`src/rtl/mux_arb_n.sv`:
```
// mux_arb_n -- N-channel, WIDTH-bit multiplexer with a registered output stage.
//
// Several producers share one consumer. Each input channel and the output use a
// valid/ready handshake: a word moves across an interface on a clock edge where
// both valid and ready are high. Valid must not depend on ready; ready may
// depend on valid. At most one in_ready bit is high in any cycle.
//
// Selection:
//   MODE=0 : channel chosen by sel; a sel value >= CHANNELS grants nothing.
//   MODE=1 : round-robin, first valid channel searching from rr_ptr upward
//            (wrapping); rr_ptr moves to granted+1 after each input transfer.
//
// Optional build macro MUX_SKID_EN:
//   undefined : single output register, FSM EMPTY/FULL, in_ready depends
//               combinationally on out_ready.
//   defined   : output register plus a skid register, FSM EMPTY/ONE/TWO,
//               in_ready derived from registered state only.
//
// Ports:
//   clk, reset   rising-edge clock, synchronous active-high reset
//   in_data      CHANNELS*WIDTH flattened words, channel i at [i*WIDTH +: WIDTH]
//   in_valid     per-channel valid
//   in_ready     per-channel ready (the only unregistered output)
//   sel          channel select (MODE=0 only)
//   out_data     registered selected word
//   out_chan     index of the channel that supplied out_data
//   out_valid    output holds a word
//   out_ready    consumer accepts the word
//   dbg_state    output-stage FSM state (observation only)
//   dbg_rr_ptr   round-robin pointer (observation only)
module mux_arb_n #(
    parameter int WIDTH    = 32,
    parameter int CHANNELS = 4,
    parameter int MODE     = 0,
    localparam int SEL_W   = (CHANNELS > 2) ? $clog2(CHANNELS) : 1
) (
    input  logic                      clk,
    input  logic                      reset,
    input  logic [CHANNELS*WIDTH-1:0] in_data,
    input  logic [CHANNELS-1:0]       in_valid,
    output logic [CHANNELS-1:0]       in_ready,
    input  logic [SEL_W-1:0]          sel,
    output logic [WIDTH-1:0]          out_data,
    output logic [SEL_W-1:0]          out_chan,
    output logic                      out_valid,
    input  logic                      out_ready,
    output logic [1:0]                dbg_state,
    output logic [SEL_W-1:0]          dbg_rr_ptr
);

    // In the single-stage build ST_ONE is the FULL state.
    localparam logic [1:0] ST_EMPTY = 2'd0;
    localparam logic [1:0] ST_ONE   = 2'd1;
`ifdef MUX_SKID_EN
    localparam logic [1:0] ST_TWO   = 2'd2;
`endif

    logic [1:0]       state_q, state_d;
    logic [WIDTH-1:0] out_data_q, out_data_d;
    logic [SEL_W-1:0] out_chan_q, out_chan_d;
    logic [SEL_W-1:0] rr_ptr_q, rr_ptr_d;
`ifdef MUX_SKID_EN
    logic [WIDTH-1:0] skid_data_q, skid_data_d;
    logic [SEL_W-1:0] skid_chan_q, skid_chan_d;
`endif

    logic             grant_vld;
    logic [SEL_W-1:0] grant_idx;
    logic             can_accept;
    logic             accept;
    logic             drain;
    logic [WIDTH-1:0] acc_data;

    assign out_valid = (state_q != ST_EMPTY);
    assign drain     = out_valid && out_ready;

`ifdef MUX_SKID_EN
    // Room exists as long as the skid entry is free; out_ready is not involved.
    assign can_accept = (state_q != ST_TWO);
`else
    assign can_accept = !out_valid || out_ready;
`endif

    // Grant selection.
    always_comb begin
        int idx;
        grant_vld = 1'b0;
        grant_idx = '0;
        idx       = 0;
        if (MODE == 0) begin
            if (int'(sel) < CHANNELS) begin
                grant_vld = 1'b1;
                grant_idx = sel;
            end
        end else begin
            for (int k = 0; k < CHANNELS; k++) begin
                idx = (int'(rr_ptr_q) + k) % CHANNELS;
                if (!grant_vld && in_valid[idx]) begin
                    grant_vld = 1'b1;
                    grant_idx = idx[SEL_W-1:0];
                end
            end
        end
    end

    // In MODE=1 a grant only exists for a valid channel, so in_ready follows
    // in_valid there; in MODE=0 ready is offered whether or not data is present.
    always_comb begin
        in_ready = '0;
        if (!reset && can_accept && grant_vld) begin
            in_ready[grant_idx] = 1'b1;
        end
    end

    assign accept   = |(in_valid & in_ready);
    assign acc_data = in_data[int'(grant_idx)*WIDTH +: WIDTH];

    // Next-state logic for the output stage and the round-robin pointer.
    always_comb begin
        int nxt;
        state_d    = state_q;
        out_data_d = out_data_q;
        out_chan_d = out_chan_q;
        rr_ptr_d   = rr_ptr_q;
        nxt        = 0;
        if (accept) begin
            nxt = int'(grant_idx) + 1;
            if (nxt >= CHANNELS) begin
                nxt = 0;
            end
            rr_ptr_d = nxt[SEL_W-1:0];
        end
`ifdef MUX_SKID_EN
        skid_data_d = skid_data_q;
        skid_chan_d = skid_chan_q;
        case (state_q)
            ST_EMPTY: begin
                if (accept) begin
                    out_data_d = acc_data;
                    out_chan_d = grant_idx;
                    state_d    = ST_ONE;
                end
            end
            ST_ONE: begin
                if (accept && !drain) begin
                    // Output stalled: park the new word behind the held one.
                    skid_data_d = acc_data;
                    skid_chan_d = grant_idx;
                    state_d     = ST_TWO;
                end else if (accept) begin
                    out_data_d = acc_data;
                    out_chan_d = grant_idx;
                end else if (drain) begin
                    state_d = ST_EMPTY;
                end
            end
            ST_TWO: begin
                if (drain) begin
                    out_data_d = skid_data_q;
                    out_chan_d = skid_chan_q;
                    state_d    = ST_ONE;
                end
            end
            default: state_d = ST_EMPTY;
        endcase
`else
        if (accept) begin
            // Covers both fill-from-empty and simultaneous drain-and-fill.
            out_data_d = acc_data;
            out_chan_d = grant_idx;
            state_d    = ST_ONE;
        end else if (drain) begin
            state_d = ST_EMPTY;
        end
`endif
    end

    always_ff @(posedge clk) begin
        if (reset) begin
            state_q     <= ST_EMPTY;
            out_data_q  <= '0;
            out_chan_q  <= '0;
            rr_ptr_q    <= '0;
`ifdef MUX_SKID_EN
            skid_data_q <= '0;
            skid_chan_q <= '0;
`endif
        end else begin
            state_q     <= state_d;
            out_data_q  <= out_data_d;
            out_chan_q  <= out_chan_d;
            rr_ptr_q    <= rr_ptr_d;
`ifdef MUX_SKID_EN
            skid_data_q <= skid_data_d;
            skid_chan_q <= skid_chan_d;
`endif
        end
    end

    assign out_data   = out_data_q;
    assign out_chan   = out_chan_q;
    assign dbg_state  = state_q;
    assign dbg_rr_ptr = rr_ptr_q;

endmodule

```
`config.mk`:
```
export PLATFORM = sky130hd
export DESIGN_NAME = mux_arb_n
export DESIGN_NICKNAME = d
export VERILOG_FILES = /design/src/rtl/mux_arb_n.sv
export SDC_FILE = /design/constraint.sdc
export NUM_CORES = 1
export LEC_CHECK = 0
export CAP_MARGIN = 20
export CELL_PAD_IN_SITES_DETAIL_PLACEMENT = 1
export CELL_PAD_IN_SITES_GLOBAL_PLACEMENT = 2
export CORE_MARGIN = 5
export CORE_UTILIZATION = 20
export DETAILED_ROUTE_END_ITERATION = 10
export PLACE_DENSITY_LB_ADDON = 0.1
export SLEW_MARGIN = 20
export SYNTH_ARGS = -nofsm -noshare
export SYNTH_HDL_FRONTEND = slang
export SYNTH_SLANG_ARGS = --single-unit
```
`constraint.sdc`:
```
create_clock -name clk -period 2.2 [get_ports clk]
set_input_delay 0.22 -clock clk [delete_from_list [all_inputs] [get_ports clk]]
set_output_delay 0.22 -clock clk [all_outputs]
set_load 0.005 [all_outputs]
```
==> run metrics <==
routed via count 2,689; Starting Density 20.37%; Crit. End Element primary output; port bufs 178; Die Ht 125.9 µm; Tot GR Track Use about an eighth; max-slew violation count 0; RSZ-0062 raised after global routing false; cell chain of the critical path clkdlybuf4s50_1 -> inv_1 -> and3_1 -> clkdlybuf4s50_1; final clock period utilization by the worst path 87.32%; syn_area_per_cell between 10 and 15 µm²; Nets 559; Compound-Gate Fraction of Synth Area 12.53%; initial antenna violation count 0; GP Congestion between 0.6 and 0.7; Post-Route WL roughly 10,000 µm; switch share 25.55%; grt ovf 0; sw power 0.6131 mW; Main synth FF type dfxtp_1; cell area power density 508.4 nW/µm²; Comb pwr share between 30% and 40%; core area 13,190 µm²; ANT nets after route 0; origin of the critical flop-to-flop path dbg_state[0]$_SDFFE_PP0P_; CTS clock-pin slew for the worst setup and hold paths 60 ps; synthesized flop and latch total 37; via/cell ratio 4.527; DRC viols 0; Post-CTS Setup Inserts 0; clk_lat worst skew about 270 ps; cell taking the most area after synthesis dfxtp_1; CTS Buf Count 5; Slew HR around 40%; crit path time final 1921 ps; post-synthesis mux area share around 29%; maxcap violations 0; nature of the critical path startpoint primary input; Peak VDD IR ~280 µV; starting DRC count in detailed routing 70; critical path's slowest cell clkdlybuf4s50_1; hold wc startpoint sel[0]; library cells used by synthesis 25; Worst Skew about 2.9 ps; RR Endpoint out_data[7]$_SDFFE_PP0P_; vias in the first global route between 3,000 and 4,000; Data required, critical path slightly below 2000 ps; Adder-Cell Fraction of Synth Area between 1.5 and 2%; site row count 42; die area 15,850 µm²; Fmax 520.6 MHz; clock sink count 37; Post-synth EDFFs 0; synth-to-layout area growth 75.73%; CTS tree built; Pwr Total around 2.4 mW; final hold violation count 0; Worst-Margin Slew 888.0 ps; main combinational cell family by area after synthesis multiplexers; hold crit path type primary input to flip-flop; Syn Nets 391; placed cell count between 500 and 600; largest cells by area after synthesis dfxtp_1 (28%), mux4_2 (23%), o221ai_1 (10%); WL/cell 17.46 µm; Simple-Gate Fraction of Synth Area 17.33%; Max stage delay on crit path 520 ps; Seq pwr share 34.1%; DP HPWL ~8000 µm; crit path kind primary input to primary output; cts repair resizes 0; H-tree depth 2; Register-to-Register Path Depth 3; Synth Instances 250; Pleak 1.782 nW; largest net degree at the start of global routing 35; status complete, no violations; post-synthesis sequential area ratio 27.57%; DRT Pass-1 Iters 4; yosys warns 0; fraction of layout cells with a size suffix above 1 11.72%; area share of the largest cell type after synthesis 27.57%; most frequent cell on the critical path clkdlybuf4s50_1; Root Driver clkbuf_16; Post-Syn Area 2686 µm²; r2r setup slk approximately 610 ps; clock share of power 29.9%; CTS Hold Bufs 0; Hold EP out_chan[0]$_SDFFE_PP0P_; Die Width 125.9 µm; Synth async-reset ratio 0%; Boundary Pins between 150 and 200; xor-xnor portion of the synthesized cell area 0%; critical path arrival 1700 ps; # setup viols final 0; internal power roughly 1.8 mW; Crit Path Max Fanout 8; first-pass GRT wire length 16,530 µm; Hold Crit Depth 3; setup TNS 0 ps; Inserted Diodes 0; non-filler instance count after layout 594; Max clock buf depth 2
[cell usage after synthesis, types with 2 or more instances]
library cell / count
dfxtp_1: 37
buf_2: 6
buf_4: 4
mux2i_1: 2
nor2_1: 2
and3_1: 4
clkinv_1: 2
nand2b_1: 33
mux4_1: 4
nor2b_1: 3
or3_1: 32
inv_1: 33
buf_12: 3
clkbuf_1: 10
ha_1: 4
mux2_2: 2
mux4_2: 28
o221ai_1: 32
buf_6: 2
nand2_1: 2
[worst max path at each step]
| stage | start | to | slack [ps] |
|---|---|---|---|
| global route | reset | in_ready[0] | 170 |
| detailed placement | reset | in_ready[0] | 260 |
| floorplan | sel[1] | dbg_rr_ptr[0]$_SDFFE_PP0P_ | 360 |
| CTS | reset | in_ready[0] | 260 |
| global placement | reset | in_ready[2] | 280 |
| finish | reset | in_ready[0] | 280 |
[worst max-delay path, delay by kind of cell]
family	cells	cell delay, ps
simple gates	1	200
buf+inv	3	1280
[power groups by stage]
stage | Clock [mW] | Combinational (mW) | Sequential (mW)
2_1_floorplan | 0 | 0.350 | 0.838
3_3_place_gp | 0 | 0.872 | 0.829
3_5_place_dp | 0 | 0.886 | 0.832
4_1_cts | 0.752 | 0.889 | 0.818
5_1_grt | 0.769 | 0.942 | 0.831
6_report | 0.717 | 0.866 | 0.817
[through the flow]
step | area [µm²] | hold WS (ps) | utilization (%) | setup WS (ps)
2_1_floorplan | 2686 | 454.9 | - | 360.6
3_3_place_gp | 4578 | 452.5 | 34.71 | 277.1
3_5_place_dp | 4578 | 460.9 | 34.71 | 257.3
4_1_cts | 4721 | 305.4 | 35.79 | 256.4
5_1_grt | 4721 | 327.4 | 35.79 | 173.1
6_report | 4721 | 307.7 | 35.79 | 279.1
[sequential cells by signal, summed over array words and instances (netlist names)]
signal / count
dbg_rr_ptr: 2
dbg_state: 1
out_chan: 2
out_data: 32
[layer usage]
metal  up-vias  global-route usage, %  part of all wire (%)
met5         -                      0                     0
met2        92                  23.76                    51
met3         2                  4.234                   7.8
met1      1318                  14.62                    41
met4         0                  2.461                  0.61
li1       1277                      -                     -
[kinds of logic (layout without fill, tap and decap cells)]
family	after synthesis	in the layout
compound gates	36	36
simple gates	76	76
fa+ha+maj	4	4
buf+inv	60	228
flops	37	37
mux	36	36
other cells	1	1
[layout make-up]
type	count	area, µm²
Inverter	35	131.4
Multi-Input combinational cell	153	1642
Clock buffer	7	142.6
Timing Repair Buffer	186	1844
Sequential cell	37	740.7
Fill cell	1487	8469
Tap cell	176	220.2
[layout by cell type, fill, tap and decap left out, drive strengths merged]
| master | Yosys | routed |
|---|---|---|
| and3 | 4 | 4 |
| nand2b | 33 | 33 |
| mux2 | 2 | 2 |
| clkinv | 2 | 2 |
| clkbuf | 10 | 7 |
| dfxtp | 37 | 37 |
| o221ai | 32 | 32 |
| or3 | 32 | 32 |
| mux2i | 2 | 2 |
| nand2 | 2 | 2 |
| mux4 | 32 | 32 |
| buf | 15 | 10 |
| o211ai | 1 | 1 |
| ha | 4 | 4 |
| conb | 1 | 1 |
| a22o | 2 | 2 |
| nor2b | 3 | 3 |
| inv | 33 | 33 |
| o31a | 1 | 1 |
| nor2 | 2 | 2 |
| clkdlybuf4s50 | 0 | 176 |
No activity file was read; power rests on OpenSTA's default activity.
